`config.mk`:
```
export PLATFORM = sky130hd
export DESIGN_NAME = jk_reg_bank
export DESIGN_NICKNAME = d
export VERILOG_FILES = /design/src/rtl/jk_pkg.sv /design/src/rtl/jk_cell.sv /design/src/rtl/jk_reg_bank.sv
export SDC_FILE = /design/constraint.sdc
export NUM_CORES = 1
export LEC_CHECK = 0
export ABC_AREA = 1
export CAP_MARGIN = 10
export CORE_ASPECT_RATIO = 2
export CORE_MARGIN = 8
export CORE_UTILIZATION = 48
export DETAILED_ROUTE_END_ITERATION = 7
export PLACE_DENSITY = 0.85
export SYNTH_ARGS = -nofsm -noshare
export SYNTH_HDL_FRONTEND = slang
export SYNTH_SLANG_ARGS = --single-unit
```
`constraint.sdc`:
```
create_clock -name clk -period 4.8 [get_ports clk]
set_input_delay 0.48 -clock clk [delete_from_list [all_inputs] [get_ports clk]]
set_output_delay 0.48 -clock clk [all_outputs]
set_load 0.005 [all_outputs]
```
`src/rtl/jk_pkg.sv`:
```
`default_nettype none
// ============================================================================
// Module : jk_pkg
// Brief  : Shared definitions for the JK flip-flop library. It holds the bank
//          operating-mode encodings, the {j,k} truth-table encodings and the
//          single-bit next-state function.
// Rev    : 1.0  initial release
// ============================================================================
package jk_pkg;

  // Operating modes of jk_reg_bank
  localparam logic [1:0] MODE_JK = 2'b00;
  localparam logic [1:0] MODE_UP = 2'b01;
  localparam logic [1:0] MODE_DN = 2'b10;
  localparam logic [1:0] MODE_LD = 2'b11;

  // JK truth-table encodings, indexed as {j,k}
  localparam logic [1:0] JK_HOLD   = 2'b00;
  localparam logic [1:0] JK_RESET  = 2'b01;
  localparam logic [1:0] JK_SET    = 2'b10;
  localparam logic [1:0] JK_TOGGLE = 2'b11;

  // Next state of one JK cell given its current state and J/K inputs
  function automatic logic jk_next(input logic q, input logic j, input logic k);
    logic r;
    case ({j, k})
      JK_HOLD:   r = q;
      JK_RESET:  r = 1'b0;
      JK_SET:    r = 1'b1;
      default:   r = ~q;      // JK_TOGGLE
    endcase
    return r;
  endfunction

endpackage : jk_pkg
`default_nettype wire

```
`src/rtl/jk_cell.sv`:
```
`default_nettype none
// ============================================================================
// Module : jk_cell
// Brief  : One JK flip-flop bit with synchronous active-low reset, clock
//          enable and a synchronous load override.
// Ports  : clk     rising-edge clock
//          rst_n   synchronous active-low reset, loads rst_val
//          rst_val value taken on reset
//          ce      clock enable; 0 holds q
//          ld      load select; when set, q takes ld_d instead of JK action
//          ld_d    load data
//          j, k    JK inputs
//          q       registered state
// Rev    : 1.0  initial release
// ============================================================================
module jk_cell
  import jk_pkg::*;
(
  input  logic clk,
  input  logic rst_n,
  input  logic rst_val,
  input  logic ce,
  input  logic ld,
  input  logic ld_d,
  input  logic j,
  input  logic k,
  output logic q
);

  logic r_q;

  // Priority: reset, then enable, then load, then JK action
  always_ff @(posedge clk) begin
    if (!rst_n) begin
      r_q <= rst_val;
    end else if (ce) begin
      if (ld) begin
        r_q <= ld_d;
      end else begin
        r_q <= jk_next(r_q, j, k);
      end
    end
  end

  assign q = r_q;

endmodule : jk_cell
`default_nettype wire

```
`src/rtl/jk_reg_bank.sv`:
```
`default_nettype none
// ============================================================================
// Module : jk_reg_bank
// Brief  : Bank of WIDTH JK cells with four modes: per-bit JK, up-count,
//          down-count and parallel load. The count modes drive each cell's
//          J/K from a carry (up) or borrow (down) chain, so every bit is a
//          toggle cell enabled when all lower bits are ones (up) or zeros
//          (down).
// Ports  : clk    rising-edge clock
//          rst_n  synchronous active-low reset, q <= RST_VAL
//          en     global enable; 0 holds q in every mode
//          mode   00 JK, 01 up, 10 down, 11 load
//          j, k   per-bit JK inputs (JK mode only)
//          d      load data (load mode only)
//          q      registered state
//          qbar   ~q, derived combinationally
//          tc     terminal count, combinational from q and mode
// Rev    : 1.0  initial release
// ============================================================================
module jk_reg_bank
  import jk_pkg::*;
#(
  parameter int               WIDTH   = 8,
  parameter logic [WIDTH-1:0] RST_VAL = {WIDTH{1'b0}}
) (
  input  logic             clk,
  input  logic             rst_n,
  input  logic             en,
  input  logic [1:0]       mode,
  input  logic [WIDTH-1:0] j,
  input  logic [WIDTH-1:0] k,
  input  logic [WIDTH-1:0] d,
  output logic [WIDTH-1:0] q,
  output logic [WIDTH-1:0] qbar,
  output logic             tc
);

  logic [WIDTH-1:0] w_q;
  logic [WIDTH-1:0] w_up_t;   // bit i toggles when counting up
  logic [WIDTH-1:0] w_dn_t;   // bit i toggles when counting down
  logic [WIDTH-1:0] w_j;
  logic [WIDTH-1:0] w_k;
  logic             w_ld;

  // Carry/borrow chain: each bit's toggle condition is a reduction over the
  // bits below it, so no bit depends on another chain bit combinationally.
  for (genvar i = 0; i < WIDTH; i++) begin : g_chain
    if (i == 0) begin : g_lsb
      assign w_up_t[i] = 1'b1;
      assign w_dn_t[i] = 1'b1;
    end else begin : g_upper
      assign w_up_t[i] = &w_q[i-1:0];
      assign w_dn_t[i] = ~|w_q[i-1:0];
    end
  end

  // Per-bit J/K source selection
  always_comb begin
    w_j = '0;
    w_k = '0;
    case (mode)
      MODE_JK: begin
        w_j = j;
        w_k = k;
      end
      MODE_UP: begin
        w_j = w_up_t;
        w_k = w_up_t;
      end
      MODE_DN: begin
        w_j = w_dn_t;
        w_k = w_dn_t;
      end
      default: begin
        w_j = '0;   // load mode: JK path unused, cells take ld_d
        w_k = '0;
      end
    endcase
  end

  assign w_ld = (mode == MODE_LD);

  for (genvar i = 0; i < WIDTH; i++) begin : g_cell
    jk_cell u_cell (
      .clk     (clk),
      .rst_n   (rst_n),
      .rst_val (RST_VAL[i]),
      .ce      (en),
      .ld      (w_ld),
      .ld_d    (d[i]),
      .j       (w_j[i]),
      .k       (w_k[i]),
      .q       (w_q[i])
    );
  end

  assign q    = w_q;
  assign qbar = ~w_q;

  // Terminal count is independent of en so a consumer can see the wrap
  // condition even while the bank is stalled.
  always_comb begin
    tc = 1'b0;
    case (mode)
      MODE_UP: tc = &w_q;
      MODE_DN: tc = ~|w_q;
      default: tc = 1'b0;
    endcase
  end

endmodule : jk_reg_bank
`default_nettype wire

```
* Yosys cells after proc, flatten, opt, wreduce, memory -nomap -nowiden *
Cells that the tools add are included.

word-level totals
  logic and storage cells = 102
  register bits = 8

cells by class
  equality and inequality tests = 27
  bitwise gates (word level) = 9
  reduce and logical (&&, ||, !) cells = 39
  multiplexer cells = 19

operators with widths
  kind                                                             number
  8-bit case mux with 3 select lines                               2
  1-bit case mux with 3 select lines                               8
  2-bit == test, second input constant                             10
  2-bit by 1-bit == test with 1-bit output, second input constant  9
  2-bit logical NOT                                                9
  2-bit AND reduction                                              9
  2-bit != test, second input constant                             7
  1-bit logical NOT                                                8
  1-bit 2-to-1 mux                                                 8
  1-bit NOT                                                        8
  8-bit NOT                                                        1
  8-bit AND reduction                                              1
  8-bit OR reduction                                               1
  7-bit AND reduction                                              1
  7-bit OR reduction                                               1
  6-bit AND reduction                                              1
  6-bit OR reduction                                               1
  5-bit AND reduction                                              1
  5-bit OR reduction                                               1
  4-bit AND reduction                                              1
  4-bit OR reduction                                               1
  3-bit AND reduction                                              1
  3-bit OR reduction                                               1
  2-bit by 1-bit != test with 1-bit output, second input constant  1
  other kinds (2)                                                  2

* Depth between registers and ports, before layout *
  depth in word-level cells = 6
  mapped depth = 13
  depth with buffers taken out = 13

* Modules after synthesis *
Synthesis repeated with hierarchy kept, for this count alone.

unflattened totals
  cells, all modules = 261
  area, all modules = 1452.6 um^2

modules (own cells, without submodules)
  module       seq. area each (um^2)  cells an instance  times used  area each (um^2)
  jk_cell      30.0                   19                 8           118.9
  jk_reg_bank  0.0                    109                1           501.7

* Worst setup path after synthesis *
No wires, ideal clock.

  kind = input port to flip-flop
  start point = input mode[0]
  end point = register g_cell[3].u_cell.r_q
  data required time = 4.677 ns
  data arrival time = 1.924 ns
  slack = 2.753 ns
  library setup time = 0.123 ns
  stages = 11
  path buffers = 3
  path through = ha_1 > buf_6 > inv_4 > buf_4 > buf_2 > o21ai_0 > ha_1 > nand2_1 > o21ai_0 > o21ai_1 > a21oi_1

on the way
  cells in the longest elaborated chain, start to end = 5
  elaborated cells on any way between the ends = 13
  those cells by class = 6 x eq/ne; 4 x mux; 3 x reduce/logical

ends and longest elaborated chain
  item                                                                        line               RTL
  from (decl)                                                                 jk_reg_bank.sv:29  input logic [1:0] mode,
  2-bit == test, or another cell as far along                                 jk_reg_bank.sv:61  case (mode)
  8-bit case mux with 3 select lines                                          jk_reg_bank.sv:61
  2-bit == test, or another cell as far along                                 jk_pkg.sv:26       case ({j, k})
  1-bit case mux with 3 select lines / 2-bit != test (equally long branches)  n/a
  1-bit 2-to-1 mux / 2-bit AND reduction (equally long branches)              n/a
  to (signal assigned)                                                        jk_cell.sv:35      r_q <= rst_val;
  to (signal assigned)                                                        jk_cell.sv:38      r_q <= ld_d;
  to (signal assigned)                                                        jk_cell.sv:40      r_q <= jk_next(r_q, j, k);
  to (decl)                                                                   jk_cell.sv:30      logic r_q;

Parallel ways exist; a longest one is shown, timed or not.
A chain may end at the register's enable or synchronous reset.

* Worst setup path after layout *
  start point = input mode[1]
  end point = output tc

on the way
  cells in the longest elaborated chain, start to end = 2
  elaborated cells on any way between the ends = 3
  those cells by class = 2 x eq/ne; 1 x mux

ends and longest elaborated chain
  item                                                                              line                RTL
  2-bit == test / 2-bit by 1-bit == test with 1-bit output (equally long branches)  jk_reg_bank.sv:104  case (mode)
  1-bit case mux with 2 select lines *                                              jk_reg_bank.sv:104
  to (decl)                                                                         jk_reg_bank.sv:35   output logic tc

Every way passes the cells marked *; elsewhere a longest branch is shown, timed or not.

==> metrics.txt <==
Fin Setup TNS 0 ns; CTS tree done; first-pass GRT wire length 5382 µm; Sink Count 8; Final nets between 200 and 300; grt ovf 0; CP max stage cell clkdlybuf4s50_1; FF+latch count, synth 8; Unique masters post-synth 21; CP max stage delay between 0.5 and 0.6 ns; sequential area share after synthesis 0.1269; Power per Cell Area a little over 200 nW/µm²; Setup Fix Bufs, Post-CTS 0; initial antenna violation count 0; max_slew headroom 0.6497; Die ar. about 4600 µm²; Worst setup SP type input pin; CTS max path bufs 2; VDD IR max between 150 and 200 µV; Tcrit/Tclk final 0.5695; Via Count 1384; hpwl dp between 2000 and 3000 µm; Largest register FFs 8; Placer Congestion between 0.8 and 0.9; Finished Layout Cells 274; Via density ~5.1; Critical Path AT roughly 2.3 ns; H-tree levels 1; Ys Warns 0; registers with the most flip-flops g_cell.u_cell.q (8); max cap viols 0; Post-Place Worst Slack 2.070 ns; Initial DRC Count 27; crit-path cells clkdlybuf4s50_1, inv_1, ha_1, nand3_2, nor2_4, nand2_2, nand2_1, nand2_1, nor2_1, clkdlybuf4s50_1; largest net degree at the start of global routing 32; setup violators final 0; post-CTS sizing 0; Hold Crit Class flop to flop; CTS Hold Bufs 0; I/O Pins 46; dpl cell area 1635 µm²; Post-Syn Area 1262 µm²; syn nets 262; leakage 0.8367 nW; Final Hold Fails 0; Hold Path Stages 2; reg2reg setup slack 2.94 ns; die span in y 88.53 µm; Pre-antenna DRT Iters 4; Setup CP Type input pin to primary output; hold path start g_cell[6].u_cell.q$_SDFFE_PN0P_; drt total wl 3289 µm; crit-path max FO 4; Hold Path End g_cell[6].u_cell.q$_SDFFE_PN0P_; Max Slew Vio Count 0; Post-synth top flop dfxtp_1; Final WS setup roughly 2.1 ns; clk_skew about 0.0052 ns; Finished Cell Area 1677 µm²; detailed-route DRC error count 0; Area Growth Syn to Fin 32.80%; largest reg by FF count g_cell.u_cell.q; root cell of the clock tree clkbuf_8; worst skew pair latency 0.23 ns; Least-Margin Pin Slew roughly 0.53 ns; Reg2Reg Depth 10; post-route antenna net violation count 0; Critical Path RT 4.32 ns; RR Startpoint g_cell[0].u_cell.q$_SDFFE_PN0P_; reg-to-reg endpoint g_cell[5].u_cell.q$_SDFFE_PN0P_; worst path bufs/invs 3; n_diodes 0; vias in the first global route 1290; layout cell share with drive strength beyond 1 0.06504; routed len/inst 12.00 µm; Layout Utilization 0.6608; CTS Buf Count 3; CP delay by family, top buffers and inverters; Total Routing Usage GR 0.1480; Worst setup EP type primary output; Worst-path clk slew approximately 0.050 ns; number of cells on the critical path 10; min Tclk post-route 2.734 ns; EDFF count, synth 0; status completed; Initial Util 0.4975; cells after synthesis 213; post-synthesis area per instance 5.927 µm²; core area 2537 µm²; dpl cells 271; Die X 52.27 µm; # rows 26; ys async rst share 0; unrepaired setup endpoints after global routing false; port buffer count between 40 and 50; Peak Freq 365.8 MHz
worst reg2reg max path: stages (launching register included):
cell     delay, ns
dfxtp_1       0.46
nand3_2       0.17
nor2_4        0.15
nand2_1       0.10
nand3_1       0.11
nand2_1       0.08
ha_1          0.32
nand2_1       0.07
o21ai_0       0.08
o21ai_1       0.13
a21oi_1       0.07
power by group:
group	switching (W)	internal, W
registers	0.0000119	0.0000742
clock network	0.0000295	0.0000546
logic	0.0000810	0.0000864
total	0.000122	0.000215
area by class of cell:
| type | instances | area, µm² |
|---|---|---|
| Timing Repair Buffer | 45 | 450.4 |
| Clock buffer | 3 | 41.29 |
| Sequential cell | 8 | 160.2 |
| Multi-Input combinational cell | 163 | 885.9 |
| Fill cell | 227 | 860.8 |
| Tap cell | 28 | 35.03 |
| Inverter | 27 | 103.9 |
worst max path at each step:
stage                                      endpoint  slack [ns]    start
detailed placement                               tc        2.07  mode[1]
global route                                     tc        1.90  mode[1]
global placement                                 tc        2.11  mode[1]
floorplan           g_cell[3].u_cell.q$_SDFFE_PN0P_        2.75  mode[0]
finish                                           tc        2.07  mode[1]
CTS                                              tc        2.06  mode[1]
placed cells by master (no fill, tap or decap):
cell type,instances
a21boi_0,1
a21oi_1,10
clkbuf_8,3
clkdlybuf4s50_1,45
dfxtp_1,8
ha_1,20
inv_1,25
inv_2,1
inv_4,1
nand2_1,75
nand2_2,5
nand3_1,7
nand3_2,3
nor2_1,19
nor2_2,1
nor2_4,2
nor3_1,1
o21ai_0,12
o21ai_1,7
cells by family after synthesis:
logic type / share of synthesized area
compound gates: 0.1209
fa+ha+maj: 0.1982
buf+inv: 0.1715
flops: 0.1269
simple gates: 0.3826
per-stage QoR:
stage	hold slack [ns]	power [W]
2_1_floorplan	0.4789	0.0001932
3_3_place_gp	0.5101	0.0002511
3_5_place_dp	0.5031	0.0002549
4_1_cts	0.5095	0.0003398
5_1_grt	0.5220	0.0003680
6_report	0.5115	0.0003376
metal layers:
layer,track usage,wire [µm],vias to the layer above
met5,0,0,-
met4,0.09953,110,0
met3,0.02357,153,9
met2,0.2659,1805,42
met1,0.1468,1220,614
li1,-,-,719
cell usage after synthesis (2+ instances only):
| cell | instances | area share |
|---|---|---|
| a21oi_1 | 10 | 0.040 |
| buf_2 | 2 | 0.0079 |
| buf_4 | 10 | 0.059 |
| buf_6 | 2 | 0.018 |
| dfxtp_1 | 8 | 0.13 |
| ha_1 | 20 | 0.20 |
| inv_1 | 25 | 0.074 |
| nand2_1 | 75 | 0.22 |
| nand2_2 | 5 | 0.025 |
| nand3_1 | 7 | 0.028 |
| nand3_2 | 3 | 0.024 |
| nor2_1 | 19 | 0.056 |
| nor2_4 | 2 | 0.018 |
| o21ai_0 | 12 | 0.048 |
| o21ai_1 | 7 | 0.028 |
(Power assumes the default switching activity.)
